<file path="src/rtl/aac_row_sequencer_pkg.sv">
// Shared types and widths for the AAC row sequencer and its result FIFO.
package aac_row_sequencer_pkg;

  localparam int unsigned AAC_DATA_W = 24;
  localparam int unsigned AAC_ROW_W  = 8;

  typedef enum logic {
    ROW_IDLE = 1'b0,
    ROW_OPEN = 1'b1
  } row_state_t;

  typedef struct packed {
    logic [AAC_ROW_W-1:0]  row;
    logic [AAC_DATA_W-1:0] data;
  } fifo_entry_t;

endpackage

</file>
<file path="src/rtl/aac_result_fifo.sv">
// Small synchronous result FIFO; head entry is presented combinationally.
module aac_result_fifo
  import aac_row_sequencer_pkg::*;
#(
  parameter int unsigned DEPTH = 4,
  localparam int unsigned PTR_W = (DEPTH > 1) ? $clog2(DEPTH) : 1,
  localparam int unsigned CNT_W = $clog2(DEPTH + 1)
) (
  input  logic             clk,
  input  logic             reset,
  input  logic             push,
  input  fifo_entry_t      push_entry,
  input  logic             pop,
  output fifo_entry_t      head,
  output logic [CNT_W-1:0] count
);

  fifo_entry_t      mem [DEPTH];
  logic [PTR_W-1:0] wr_ptr;
  logic [PTR_W-1:0] rd_ptr;
  logic             do_push;
  logic             do_pop;

  assign do_push = push && (count != CNT_W'(DEPTH));
  assign do_pop  = pop && (count != '0);
  assign head    = mem[rd_ptr];

  always_ff @(posedge clk) begin
    if (reset) begin
      wr_ptr <= '0;
      rd_ptr <= '0;
      count  <= '0;
      for (int i = 0; i < int'(DEPTH); i++) mem[i] <= '0;
    end else begin
      if (do_push) begin
        mem[wr_ptr] <= push_entry;
        wr_ptr      <= (wr_ptr == PTR_W'(DEPTH - 1)) ? '0 : wr_ptr + PTR_W'(1);
      end
      if (do_pop) rd_ptr <= (rd_ptr == PTR_W'(DEPTH - 1)) ? '0 : rd_ptr + PTR_W'(1);
      count <= count + CNT_W'(do_push) - CNT_W'(do_pop);
    end
  end

endmodule

</file>
<file path="src/rtl/aac_row_sequencer.sv">
// Frames product beats into rows, drives the split-carry accumulator and
// queues each completed row sum with its row index for downstream.
module aac_row_sequencer
  import aac_row_sequencer_pkg::*;
#(
  parameter int unsigned DATA_W   = AAC_DATA_W,
  parameter int unsigned ROW_W    = AAC_ROW_W,
  parameter int unsigned MAX_COLS = 128,
  parameter int unsigned DEPTH    = 4
) (
  input  logic              clk,
  input  logic              reset,
  input  logic              p_valid,
  output logic              p_ready,
  input  logic [DATA_W-1:0] p_data,
  input  logic              p_last,
  output logic              acc_aac,
  output logic [DATA_W-1:0] acc_a,
  input  logic [DATA_W-1:0] acc_out,
  output logic              r_valid,
  input  logic              r_ready,
  output logic [DATA_W-1:0] r_data,
  output logic [ROW_W-1:0]  r_row,
  output logic              err
);

  localparam int unsigned CNT_W  = $clog2(DEPTH + 1);
  localparam int unsigned CRED_W = CNT_W + 1;
  localparam int unsigned COL_W  = $clog2(MAX_COLS + 1);

  row_state_t        state;
  logic              accept;
  logic              pop;
  logic              pend1;
  logic              pend2;
  logic [ROW_W-1:0]  row_idx;
  logic [ROW_W-1:0]  row1;
  logic [ROW_W-1:0]  row2;
  logic [COL_W-1:0]  col_cnt;
  logic [CNT_W-1:0]  fifo_count;
  logic [CRED_W-1:0] credit_next;
  fifo_entry_t       push_entry;
  fifo_entry_t       head;

  assign accept  = p_valid && p_ready;
  assign pop     = r_valid && r_ready;
  assign r_valid = (fifo_count != '0);
  assign r_data  = head.data;
  assign r_row   = head.row;

  // Credits held next cycle: FIFO occupancy plus rows still in the capture pipe.
  always_comb begin
    credit_next = CRED_W'(fifo_count) + CRED_W'(pend2) - CRED_W'(pop)
                + CRED_W'(accept && p_last) + CRED_W'(pend1);
  end

  always_comb begin
    push_entry      = '0;
    push_entry.row  = row2;
    push_entry.data = acc_out;
  end

  always_ff @(posedge clk) begin
    if (reset) begin
      state   <= ROW_IDLE;
      acc_a   <= '0;
      acc_aac <= 1'b0;
      pend1   <= 1'b0;
      pend2   <= 1'b0;
      row1    <= '0;
      row2    <= '0;
      row_idx <= '0;
      col_cnt <= '0;
      err     <= 1'b0;
      p_ready <= 1'b1;
    end else begin
      // An open row keeps accumulating; an idle sequencer restarts the sum.
      acc_a   <= accept ? p_data : '0;
      acc_aac <= (state == ROW_OPEN);
      pend1   <= accept && p_last;
      pend2   <= pend1;
      row1    <= row_idx;
      row2    <= row1;
      p_ready <= (credit_next < CRED_W'(DEPTH));
      if (accept) begin
        if (col_cnt == COL_W'(MAX_COLS)) err <= 1'b1;
        if (p_last) begin
          state   <= ROW_IDLE;
          row_idx <= row_idx + ROW_W'(1);
          col_cnt <= '0;
        end else begin
          state <= ROW_OPEN;
          if (col_cnt != COL_W'(MAX_COLS)) col_cnt <= col_cnt + COL_W'(1);
        end
      end
    end
  end

  aac_result_fifo #(.DEPTH(DEPTH)) u_fifo (
    .clk        (clk),
    .reset      (reset),
    .push       (pend2),
    .push_entry (push_entry),
    .pop        (pop),
    .head       (head),
    .count      (fifo_count)
  );

endmodule
</file>
<file path="config.mk">
export PLATFORM = sky130hd
export DESIGN_NAME = aac_row_sequencer
export DESIGN_NICKNAME = d
export VERILOG_FILES = /design/src/rtl/aac_row_sequencer_pkg.sv /design/src/rtl/aac_result_fifo.sv /design/src/rtl/aac_row_sequencer.sv
export SDC_FILE = /design/constraint.sdc
export NUM_CORES = 1
export LEC_CHECK = 0
export ABC_AREA = 1
export CORE_MARGIN = 2
export CORE_UTILIZATION = 35
export CTS_CLUSTER_SIZE = 16
export DETAILED_ROUTE_END_ITERATION = 10
export HOLD_SLACK_MARGIN = 0.12
export PLACE_DENSITY_LB_ADDON = 0.25
export SLEW_MARGIN = 20
export SYNTH_ARGS = -nofsm -noshare
export SYNTH_HDL_FRONTEND = slang
export SYNTH_SLANG_ARGS = --single-unit
</file>
<file path="constraint.sdc">
create_clock -name clk -period 4.9 [get_ports clk]
set_input_delay 0.98 -clock clk [delete_from_list [all_inputs] [get_ports clk]]
set_output_delay 0.98 -clock clk [all_outputs]
set_load 0.02 [all_outputs]
</file>
==> impl_results.md <==
* Crit-path max cell delay at 0.76 ns
* Standard-cell rows at 55
* Max-slew headroom at 0.323
* Final Hold Fails at 0
* HP Class: reg2reg
* Clk sinks at 199
* RSZ-0062 raised after global routing: false
* Initial antenna violation count at 0
* Core area at 22,800 µm²
* Post-route clock period utilization at 0.790
* Minimum clock period at 3.87 ns
* Worst skew pair latency at 0.43 ns
* Drc violations at 0
* Synthesized netlist cell count at 834
* Reg2reg end: u_fifo.mem[1][16]
* Clock Pin Slew Worst Setup and Hold Paths at 0.07 ns
* Critical Path End: r_data[13]
* Final Cell Area at 10,200 µm²
* Seq cells post-synth at 199
* Tot Pwr at 4.87 mW
* Core Util, Final at 0.447
* CTS tree: done
* Initial Util at 0.358
* Synthesized area at 8160 µm²
* Top Ports at 113
* Pwr/cell area at 478 nW/µm²
* Final setup viols at 0
* Vias in the first global route at 5,666
* Max clock buf depth at 2
* Post-synthesis sequential area ratio at 0.645
* Setup CP Type: reg2out
* Pre-CTS setup slack at 1.43 ns
* Vias at 5,703
* First-pass GRT wire length at 28,800 µm
* Worst hold stages at 2
* Postcts setup bufs at 0
* Required time worst endpoint at 3.92 ns
* Avg Cell Area, Syn at 9.78 µm²
* Via-per-instance ratio at 4.52
* Total Wirelength at 18,100 µm
* Crit path capture type: output port
* Final Non-Filler Cells at 1,262
* Lkg Pwr at 4.07 nW
* Die Width at 157 µm
* Crit path launch type: flip-flop
* Gpl congestion at 0.813
* Dpl cell area at 9540 µm²
* Final Slew Violations at 0
* DIE AREA at 24,600 µm²
* Critical R2R Launch: u_fifo.count[0]
* CTS buffer count at 17
* FMAX at 258 MHz
* Share of layout cells above drive strength 1 at 0.0548
* Synth warn at 0
* Hold WS at 0.402 ns
* WP data arrival at 2.89 ns
* Top post-synthesis cells by area: edfxtp_1 (47%), dfxtp_1 (17%), nor2_1 (12%)
* Final ANT Viol Nets at 0
* Final HPWL DP at 11,600 µm
* Setup_tns at 0 ns
* Status: completed
* Syn Nets at 901
* CP max-delay cell: inv_1
* Worst-margin pin slew at 1.01 ns
* Peak VDD IR at 0.360 mV
* Number of distinct library cells after synthesis at 29
* Synthesis-to-finish area growth at 24.9%
* Clock skew at 0.00758 ns
* Worst reg-to-reg setup slack at 2.46 ns
* NumNets Final at 1,003
* Gr ovfl total at 0
* Die Span Y at 157 µm
* CP max FO at 33
* Yosys top cell area share at 0.471
* H-tree depth at 4
* GRT Util Overall at 0.152
* Antenna cells at 0
* Count of input and output buffers at 112
* First DRT Iteration DRCs at 348
* CP Cell Sequence: buf_4, inv_1, o21ai_0, o22ai_1, clkdlybuf4s50_1
* Final worst-path setup slack at 1.03 ns
* Synth area leader: edfxtp_1
* Clock root buffer: clkbuf_16
* Pre-antenna DRT Iters at 4
* Placed insts at 1,230
* Reg2Reg Depth at 9
* Largest net degree at the start of global routing at 65
* Max-Cap Viols at 0
* Resized Gates After CTS at 0
* Wire per inst at 14.3 µm
* Cts hold-fix bufs at 0
[kinds of logic (layout without fill, tap and decap cells)]
kind of cell	count (synthesis)	count (layout)	synth area share
and+or+nand+nor	351	351	0.173
DFF	199	199	0.645
buffers and inverters	149	264	0.0762
AOI/OAI and AO/OA	117	117	0.0777
adders and majority gates	14	14	0.0233
xor gates and xnor gates	4	4	0.00429
[metal layers]
| layer | up-vias | GRT usage | routed length (µm) | share of wire |
|---|---|---|---|---|
| met3 | 10 | 0.0468 | 961 | 0.053 |
| li1 | 2909 | - | - | - |
| met2 | 120 | 0.263 | 8870 | 0.49 |
| met1 | 2664 | 0.187 | 8150 | 0.45 |
| met4 | 0 | 0.0328 | 121 | 0.0067 |
| met5 | - | 0 | 0 | 0 |
[flip-flops by register name, indices dropped and copies added, names as in the netlist, 2 cells and up, named ones only]
name	flops
acc_a	24
col_cnt	8
row1	8
row2	8
row_idx	8
u_fifo.count	3
u_fifo.mem	128
u_fifo.rd_ptr	2
u_fifo.wr_ptr	2
[cell type report]
type                       count  area, µm²
clock inverter                14        220
sequential                   199       5270
inverter                     112        420
timing repair buffer         120       1180
clock buffer                  18        429
fill                        2202      12600
multi-input combinational    486       2280
tap                          313        392
[worst min path at each step]
stage            start       to  slack [ns]
2_1_floorplan  row1[0]  row2[0]        0.39
3_3_place_gp   row1[2]  row2[2]        0.39
3_5_place_dp   row1[5]  row2[5]        0.39
4_1_cts        row1[5]  row2[5]        0.40
5_1_grt        row1[1]  row2[1]        0.41
6_report       row1[5]  row2[5]        0.40
[layout by cell type, fill, tap and decap left out, drive strengths merged]
cell type | Yosys | routed
nor3 | 5 | 5
dfxtp | 71 | 71
clkbuf | 16 | 18
o21bai | 1 | 1
a21oi | 11 | 11
xor2 | 2 | 2
xnor2 | 2 | 2
o22ai | 33 | 33
inv | 111 | 114
nand2 | 60 | 60
nand4 | 4 | 4
ha | 12 | 12
edfxtp | 128 | 128
clkdlybuf4s50 | 0 | 112
o211a | 1 | 1
nand3b | 1 | 1
fa | 2 | 2
o21ai | 71 | 71
buf | 21 | 8
nor2 | 263 | 263
nand3 | 18 | 18
clkinv | 1 | 4
clkinvlp | 0 | 3
bufinv | 0 | 5
[worst max-delay path: cells and delay by family, from the launching register on]
| kind | cells | cell delay (ns) |
|---|---|---|
| flip-flops | 1 | 0.30 |
| AO/OA/AOI/OAI | 2 | 0.48 |
| buffers and inverters | 3 | 1.67 |
[report_power, final]
group          total, mW  internal, mW  switching, mW
sequential          1.94          1.89         0.0434
clock               1.53         0.911          0.619
combinational       1.41         0.576          0.831
total               4.87          3.38           1.49
[Yosys cell counts]
master / number
nor2_1: 261
edfxtp_1: 128
inv_1: 106
dfxtp_1: 71
o21ai_0: 71
nand2_1: 56
o22ai_1: 33
nand3_1: 17
clkbuf_1: 16
buf_2: 14
ha_1: 12
a21oi_1: 11
buf_6: 6
inv_2: 5
nor3_1: 5
nand4_1: 4
nand2_4: 3
fa_1: 2
xnor2_1: 2
xor2_1: 2
buf_1: 1
clkinv_1: 1
nand2_2: 1
nand3_2: 1
nand3b_1: 1
nor2_4: 1
nor2_8: 1
o211a_1: 1
o21bai_1: 1
Power figures use the tool's default switching activity.
